$ cat config.mk
export PLATFORM = sky130hd
export DESIGN_NAME = mem_arbiter
export DESIGN_NICKNAME = d
export VERILOG_FILES = /design/src/rtl/oops_structs.sv /design/src/rtl/mem_arbiter.sv
export SDC_FILE = /design/constraint.sdc
export NUM_CORES = 1
export LEC_CHECK = 0
export CAP_MARGIN = 30
export CORE_MARGIN = 8
export CORE_UTILIZATION = 40
export CTS_BUF_LIST = sky130_fd_sc_hd__clkbuf_4 sky130_fd_sc_hd__clkbuf_8
export DETAILED_ROUTE_END_ITERATION = 7
export PLACE_DENSITY_LB_ADDON = 0.1
export SLEW_MARGIN = 20
export SYNTH_ARGS = -nofsm -noshare
export SYNTH_HDL_FRONTEND = slang
export SYNTH_SLANG_ARGS = --single-unit
$ cat constraint.sdc
create_clock -name clk -period 2.15 [get_ports clk]
set_input_delay 0.43 -clock clk [delete_from_list [all_inputs] [get_ports clk]]
set_output_delay 0.43 -clock clk [all_outputs]
set_load 0.005 [all_outputs]
$ cat src/rtl/oops_structs.sv
// -----------------------------------------------------------------------------
// oops_structs
// Shared types for the memory arbiter that sits between the CPU instruction /
// data ports and the single downstream memory port.
//   arb_state_t : arbiter FSM state (IDLE, BUSY, RESP)
//   arb_src_t   : which CPU port owns the transaction in flight (INST, DATA)
// -----------------------------------------------------------------------------
package oops_structs;

  typedef enum logic [1:0] {
    IDLE = 2'd0,
    BUSY = 2'd1,
    RESP = 2'd2
  } arb_state_t;

  typedef enum logic {
    INST = 1'b0,
    DATA = 1'b1
  } arb_src_t;

  localparam int MBE_WIDTH = 4;

  // Width of a counter that must hold 0..limit; never narrower than 1 bit.
  function automatic int cnt_width(input int limit);
    return (limit < 1) ? 1 : $clog2(limit + 1);
  endfunction

endpackage

$ cat src/rtl/mem_arbiter.sv
// -----------------------------------------------------------------------------
// mem_arbiter
// Arbitrates the CPU instruction-read port and data read/write port onto one
// memory port. Data requests normally win; an instruction request that has
// waited through STARVE_LIMIT data grants wins the next arbitration.
// One transaction is in flight at a time: IDLE (arbitrate) -> BUSY (wait for
// mem_resp) -> RESP (one-cycle response pulse to the owning port) -> IDLE.
//
// Ports
//   clk, rst                    clock, asynchronous active-low reset
//   inst_read, inst_addr        instruction read request (held until inst_resp)
//   inst_resp, inst_rdata       instruction completion pulse and read word
//   data_read, data_write       data request (held until data_resp)
//   data_mbe, data_addr,
//   data_wdata                  data byte enables, address, store data
//   data_resp, data_rdata       data completion pulse and load word
//   mem_read, mem_write,
//   mem_mbe, mem_addr,
//   mem_wdata                   downstream request (held until mem_resp)
//   mem_resp, mem_rdata         downstream completion and read data
// -----------------------------------------------------------------------------
module mem_arbiter
  import oops_structs::*;
#(
  parameter int STARVE_LIMIT = 4,
  parameter int ADDR_WIDTH   = 32,
  parameter int DATA_WIDTH   = 32
) (
  input  logic                  clk,
  input  logic                  rst,

  input  logic                  inst_read,
  input  logic [ADDR_WIDTH-1:0] inst_addr,
  output logic                  inst_resp,
  output logic [DATA_WIDTH-1:0] inst_rdata,

  input  logic                  data_read,
  input  logic                  data_write,
  input  logic [MBE_WIDTH-1:0]  data_mbe,
  input  logic [ADDR_WIDTH-1:0] data_addr,
  input  logic [DATA_WIDTH-1:0] data_wdata,
  output logic                  data_resp,
  output logic [DATA_WIDTH-1:0] data_rdata,

  output logic                  mem_read,
  output logic                  mem_write,
  output logic [MBE_WIDTH-1:0]  mem_mbe,
  output logic [ADDR_WIDTH-1:0] mem_addr,
  output logic [DATA_WIDTH-1:0] mem_wdata,
  input  logic                  mem_resp,
  input  logic [DATA_WIDTH-1:0] mem_rdata
);

  localparam int                CNT_W   = cnt_width(STARVE_LIMIT);
  localparam logic [CNT_W-1:0]  CNT_MAX = CNT_W'(STARVE_LIMIT);

  arb_state_t            state_q;
  arb_src_t              src_q;
  logic [CNT_W-1:0]      starve_cnt_q;
  logic                  mem_read_q;
  logic                  mem_write_q;
  logic [MBE_WIDTH-1:0]  mem_mbe_q;
  logic [ADDR_WIDTH-1:0] mem_addr_q;
  logic [DATA_WIDTH-1:0] mem_wdata_q;
  logic [DATA_WIDTH-1:0] rdata_q;
  logic                  inst_resp_q;
  logic                  data_resp_q;

  // Arbitration decision, only acted on in IDLE.
  logic has_data;
  logic inst_starved;
  logic grant_inst;
  logic grant_data;

  assign has_data     = data_read | data_write;
  assign inst_starved = (starve_cnt_q == CNT_MAX);
  assign grant_inst   = inst_read & (~has_data | inst_starved);
  assign grant_data   = has_data & ~grant_inst;

  // NOTE: every register here, including the datapath, is reset: the outputs
  // must read 0 while rst is low, and all state uses non-blocking assignment
  // so each edge sees the previous cycle's values regardless of statement order.
  always_ff @(posedge clk or negedge rst) begin
    if (!rst) begin
      state_q      <= IDLE;
      src_q        <= INST;
      starve_cnt_q <= '0;
      mem_read_q   <= 1'b0;
      mem_write_q  <= 1'b0;
      mem_mbe_q    <= '0;
      mem_addr_q   <= '0;
      mem_wdata_q  <= '0;
      rdata_q      <= '0;
      inst_resp_q  <= 1'b0;
      data_resp_q  <= 1'b0;
    end else begin
      // Response strobes are single-cycle unless set again below.
      inst_resp_q <= 1'b0;
      data_resp_q <= 1'b0;

      case (state_q)
        IDLE: begin
          if (grant_inst) begin
            state_q      <= BUSY;
            src_q        <= INST;
            mem_read_q   <= 1'b1;
            mem_write_q  <= 1'b0;
            mem_mbe_q    <= '0;
            mem_addr_q   <= inst_addr;
            mem_wdata_q  <= '0;
            starve_cnt_q <= '0;
          end else if (grant_data) begin
            state_q     <= BUSY;
            src_q       <= DATA;
            // A simultaneous read+write is treated as a write.
            mem_read_q  <= ~data_write;
            mem_write_q <= data_write;
            mem_mbe_q   <= data_mbe;
            mem_addr_q  <= data_addr;
            mem_wdata_q <= data_wdata;
            // Count only grants that made a waiting instruction wait longer.
            if (inst_read && !inst_starved) begin
              starve_cnt_q <= starve_cnt_q + 1'b1;
            end
          end
        end

        BUSY: begin
          // CPU inputs are not looked at here; the captured request is held.
          if (mem_resp) begin
            state_q     <= RESP;
            mem_read_q  <= 1'b0;
            mem_write_q <= 1'b0;
            rdata_q     <= mem_rdata;
            inst_resp_q <= (src_q == INST);
            data_resp_q <= (src_q == DATA);
          end
        end

        RESP: begin
          // Requests still held here are ignored until the next IDLE.
          state_q <= IDLE;
        end

        default: begin
          state_q <= IDLE;
        end
      endcase
    end
  end

  assign mem_read   = mem_read_q;
  assign mem_write  = mem_write_q;
  assign mem_mbe    = mem_mbe_q;
  assign mem_addr   = mem_addr_q;
  assign mem_wdata  = mem_wdata_q;
  assign inst_resp  = inst_resp_q;
  assign data_resp  = data_resp_q;
  assign inst_rdata = rdata_q;
  assign data_rdata = rdata_q;

endmodule

After elaboration in Yosys (flattened, before gate mapping)
Index checks and enable logic that the tools add are counted.
{"block": "word_totals", "inputBits": 138, "output_inout_bits": 136, "elab_cells": 61, "regBits": 110}
{"block": "op_classes", "eq_ne": 4, "muxes": 26, "reduce_logical": 11, "bitwise": 8, "add_sub_neg": 1}
{"op": "32-bit two-way mux", "count": 4}
{"op": "1-bit two-way mux", "count": 11}
{"op": "3-bit two-way mux", "count": 3}
{"op": "4-bit two-way mux", "count": 2}
{"op": "2-bit two-way mux", "count": 3}
{"op": "2-bit AND reduction", "count": 3}
{"op": "3-bit AND reduction", "count": 2}
{"op": "2-bit nonzero test", "count": 3}
{"op": "1-bit inverter", "count": 4}
{"op": "1-bit case mux with 2 select lines", "count": 2}
{"op": "2-bit case mux with 2 select lines", "count": 1}
{"op": "3-bit by 1-bit adder with 3-bit output (second input constant)", "count": 1}
{"op": "3-bit equality test (second input constant)", "count": 1}
{"op": "3-bit != test (second input constant)", "count": 1}
{"op": "1-bit AND", "count": 2}
{"op": "2-bit by 1-bit equality test with 1-bit output (second input constant)", "count": 1}
{"op": "2-bit zero test", "count": 1}
{"op": "2-bit != test (second input constant)", "count": 1}
{"op": "1-bit bitwise OR", "count": 2}
{"op": "1-bit logical AND", "count": 1}
{"op": "1-bit zero test", "count": 1}

Longest topological paths before layout
{"block": "depth", "depth_word": 9, "mapped_depth": 6, "mapped_depth_nobuf": 5}

Worst setup path before layout
Ideal clock, no wire load.
{"block": "synth_timing", "kind": "register -> register", "startpoint": "reg starve_cnt_q[0]", "endpoint": "reg mem_wdata_q[16] (netlist: mem_wdata[16])", "path_stages_with_launch": 7, "setup_time_ps": 65, "synth_period_minus_slack_ps": 1588, "n_path_buf": 1, "required_ps": 2085, "t_arrival_ps": 1522, "path_slack_ps": 562, "cell_sequence": "dfrtp_1 -> inv_1 -> ha_1 -> o2bb2ai_2 -> a211oi_4 -> buf_6 -> a22o_1"}
{"block": "synth_via", "elab_chain_cells": 7, "elab_cells_between_ends": 8, "cone_classes": "eq/ne: 1; mux: 1; bitwise: 4; reduce/logical: 2"}
{"element": "start, declared", "line_no": "mem_arbiter.sv:59", "rtl": "logic [CNT_W-1:0] starve_cnt_q;"}
{"element": "start signal, assigned", "line_no": "mem_arbiter.sv:123", "rtl": "starve_cnt_q <= starve_cnt_q + 1'b1;"}
{"element": "3-bit equality test *", "line_no": "mem_arbiter.sv:76", "rtl": "assign inst_starved = (starve_cnt_q == CNT_MAX);"}
{"element": "1-bit bitwise OR *", "line_no": "mem_arbiter.sv:77", "rtl": "assign grant_inst = inst_read & (~has_data | inst_starved);"}
{"element": "1-bit AND *", "line_no": "mem_arbiter.sv:77"}
{"element": "1-bit inverter", "line_no": "mem_arbiter.sv:78", "rtl": "assign grant_data = has_data & ~grant_inst;"}
{"element": "1-bit AND", "line_no": "mem_arbiter.sv:78"}
{"element": "2-bit nonzero test (no line)"}
{"element": "2-bit AND reduction (no line)"}
{"element": "end signal, assigned", "line_no": "mem_arbiter.sv:120", "rtl": "mem_wdata_q <= data_wdata;"}
{"element": "end, declared", "line_no": "mem_arbiter.sv:64", "rtl": "logic [DATA_WIDTH-1:0] mem_wdata_q;"}
Every way passes the cells marked *; elsewhere a longest branch is shown, timed or not.
A chain may end at the register's enable or synchronous reset.

Worst setup path in the final report
{"block": "layout_timing", "startpoint": "reg mem_addr_q[24] (netlist: mem_addr[24])", "endpoint": "out mem_addr[24]"}
{"element": "start, declared", "line_no": "mem_arbiter.sv:63", "rtl": "logic [ADDR_WIDTH-1:0] mem_addr_q;"}
{"element": "start signal, assigned", "line_no": "mem_arbiter.sv:109", "rtl": "mem_addr_q <= inst_addr;"}
{"element": "start signal, assigned", "line_no": "mem_arbiter.sv:119", "rtl": "mem_addr_q <= data_addr;"}
{"element": "end, declared", "line_no": "mem_arbiter.sv:48", "rtl": "output logic [ADDR_WIDTH-1:0] mem_addr,"}
No word-level cell between the ends.

==> key figures <==
Synthesis
  • Leading area contributor after synthesis: dfrtp_1
  • Post-Syn Area: approximately 0.0048 sq mm
  • Warnings from Yosys: 0
  • #FFs+latches synth: 110
  • Distinct cell type count after synthesis: 28
  • Syn Nets: a little over 500
  • Avg Cell Area, Syn: roughly 13 sq um
  • Seq/Total Area, Yosys: 0.573
  • Synth area leaders: dfrtp_1 (57%), mux2_2 (7.5%), a22o_1 (6.6%)
  • Cells after synthesis: around 380
  • Top cell type's share of synthesized area: 0.573

Worst setup path
  • CP cell instances: clkdlybuf4s50_1
  • R2R setup slack: around 0.5 ns
  • Buf+Inv Stages, Crit Path: 1
  • Max incr delay on CP: between 0.5 and 0.6 ns
  • CP max FO: 2
  • Endpoint type of the worst setup path: output port
  • Crit path kind: reg -> out
  • Data required, critical path: around 1.7 ns
  • Top delay family on crit path: buffers and inverters
  • WP data arrival: around 1.3 ns
  • Startpoint class of the critical path: flop
  • CP max-delay cell: clkdlybuf4s50_1

Placed design
  • DP Area: roughly 0.0076 sq mm
  • Placer Congestion: 0.768
  • IO buf count: 273
  • Detail Placement HPWL: ~12000 um
  • Placed Instances: between 700 and 800

Route
  • WL/cell: 21.0 um
  • Vias/cell: 5.33
  • Post-DRT Antenna Nets: 0
  • DRC viols: 0
  • Starting DRT DRC Count: between 200 and 300
  • Vias: 4086
  • Routed wire length: 16100 um
  • Router iterations before antenna repair: 4

Timing
  • Min Tclk post-route: roughly 1.7 ns
  • Fmax: around 570 MHz
  • Setup repair after global routing missed its margin: false
  • Slew HR: 0.629
  • Final period utilization: 0.813
  • Final hold violation count: 0
  • Final Skew: ~0.011 ns
  • Setup violations, final: 0
  • Worst-Margin Slew: approximately 0.56 ns
  • Total Neg Setup Slack: 0 ns
  • Final slew viol count: 0

Pwr
  • Power density cells: 1370 mW/mm^2
  • Peak supply drop: between 0.6 and 0.7 mV
  • P_leak: around 0.0032 uW
  • Final Total Pwr: 10600 uW

Global routing
  • GRT Overall Usage: 0.199
  • First-pass GRT wire length: between 20000 and 30000 um
  • Number of global-route vias before repair: about 4500
  • Maximum number of pins on one net before global-route repair: 41
  • Initial antenna violation count: 0
  • Global route overflow: 0

CTS
  • CTS tree: done
  • Post-cts resize count: 0
  • Hold-fix buffers, CTS: 0
  • Worst-Skew Late Latency: between 0.3 and 0.4 ns
  • Clock-pin slew on the worst setup and hold paths: around 0.11 ns
  • Clock Sinks: 110
  • Postcts setup bufs: 0
  • Clock root buffer: clkbuf_8
  • CTS Buf Count: 9
  • Depth of the CTS H-tree: 3
  • Clock Path Buffers: 2

Die
  • Core Area: roughly 0.012 sq mm
  • Die ar.: between 0.015 and 0.02 sq mm
  • # IOs: about 270
  • Cell Rows: 40
  • Die span in x: 126 um
  • Initial Util: 0.405
  • Die H: ~130 um

Cells and area
  • Layout cells sized above 1: 0.123
  • Final instance area: between 0.007 and 0.008 sq mm
  • Syn-to-layout area delta: 62.0%
  • Nets: about 760
  • Most common cell after layout, fill and taps aside: clkdlybuf4s50_1
  • Antenna diodes: 0
  • Commonest non-fill, non-tap cells in the layout: clkdlybuf4s50_1 (272), dfrtp_1 (110), o21ai_0 (37)
  • Final Non-Filler Cells: between 700 and 800

Worst hold path
  • Worst hold path type: in -> async

Flow run
  • Max-cap viol count: 0

Outcome
  • Status: finished clean
## Yosys cell counts
| cell type | instances |
|---|---|
| nand2_1 | 3 |
| mux2_2 | 32 |
| a211oi_4 | 1 |
| a2bb2oi_1 | 33 |
| and2_1 | 1 |
| buf_2 | 10 |
| or2_0 | 1 |
| dfrtp_1 | 110 |
| nand3_1 | 1 |
| or3b_2 | 1 |
| nor2_1 | 3 |
| nand2b_1 | 3 |
| buf_6 | 3 |
| nor3_4 | 1 |
| ha_1 | 2 |
| nand3b_1 | 1 |
| a21o_1 | 1 |
| a22o_1 | 36 |
| clkbuf_1 | 20 |
| a21boi_0 | 1 |
| buf_4 | 33 |
| o2bb2ai_1 | 1 |
| o211ai_1 | 2 |
| o21ai_0 | 37 |
| o21bai_1 | 1 |
| inv_1 | 5 |
| a311oi_1 | 32 |
| o2bb2ai_2 | 1 |
## metal layers
metal | GRT usage | part of all wire
met5 | 0 | 0
met4 | 0.0731 | 0.020
met3 | 0.0612 | 0.078
met2 | 0.334 | 0.49
met1 | 0.236 | 0.41
## through the flow
stage | setup slack (ns) | utilization | hold WS (ns)
2_1_floorplan | 0.562 | - | 0.134
3_3_place_gp | 0.134 | 0.639 | 0.439
3_5_place_dp | 0.0730 | 0.639 | 0.448
4_1_cts | 0.361 | 0.656 | 0.0404
5_1_grt | 0.345 | 0.656 | 0.0695
6_report | 0.402 | 0.656 | 0.0371
## sequential cells by signal (all words and copies together) (netlist names)
register      count
data_rdata       32
data_resp         1
inst_resp         1
mem_addr         32
mem_mbe           4
mem_read          1
mem_wdata        32
mem_write         1
src_q             1
starve_cnt_q      3
state_q           2
## worst register-to-register path, stage by stage, from the launching register on
cell	delay, ns
dfrtp_1	0.43
or2_1	0.42
buf_4	0.28
a311oi_1	0.27
a2bb2oi_1	0.12
## worst paths after layout
kind	startpoint	endpoint	cells after the start
setup / recovery	mem_addr[24]	mem_addr[24]	1
hold / removal	rst	data_rdata[17]	1
setup reg to reg	state_q[0]	mem_addr[0]	4
hold reg to reg	src_q	inst_resp	1
max in group asynchronous	rst	src_q	2
min in group clk	src_q	inst_resp	1
## logic make-up after synthesis
| family | synth area share |
|---|---|
| flip-flops | 0.573 |
| adder cells (fa/ha/maj) | 0.00521 |
| AO/OA/AOI/OAI | 0.240 |
| AND/OR/NAND/NOR | 0.0190 |
| multiplexers | 0.0750 |
| buffers and inverters | 0.0885 |
## report_power, final
part / total [uW] / switching (uW) / internal (uW)
combinational: 5590 / 1970 / 3620
clock: 1300 / 723 / 582
sequential: 3740 / 661 / 3080
## final cells by class
| type | instances | area [sq um] |
|---|---|---|
| Tap cell | 147 | 184 |
| Multi-Input combinational cell | 195 | 1640 |
| Sequential cell | 110 | 2750 |
| Fill cell | 953 | 4080 |
| Clock inverter | 6 | 68.8 |
| Clock buffer | 10 | 138 |
| Inverter | 5 | 18.8 |
| Timing Repair Buffer | 294 | 2990 |
(Power assumes the default switching activity.)
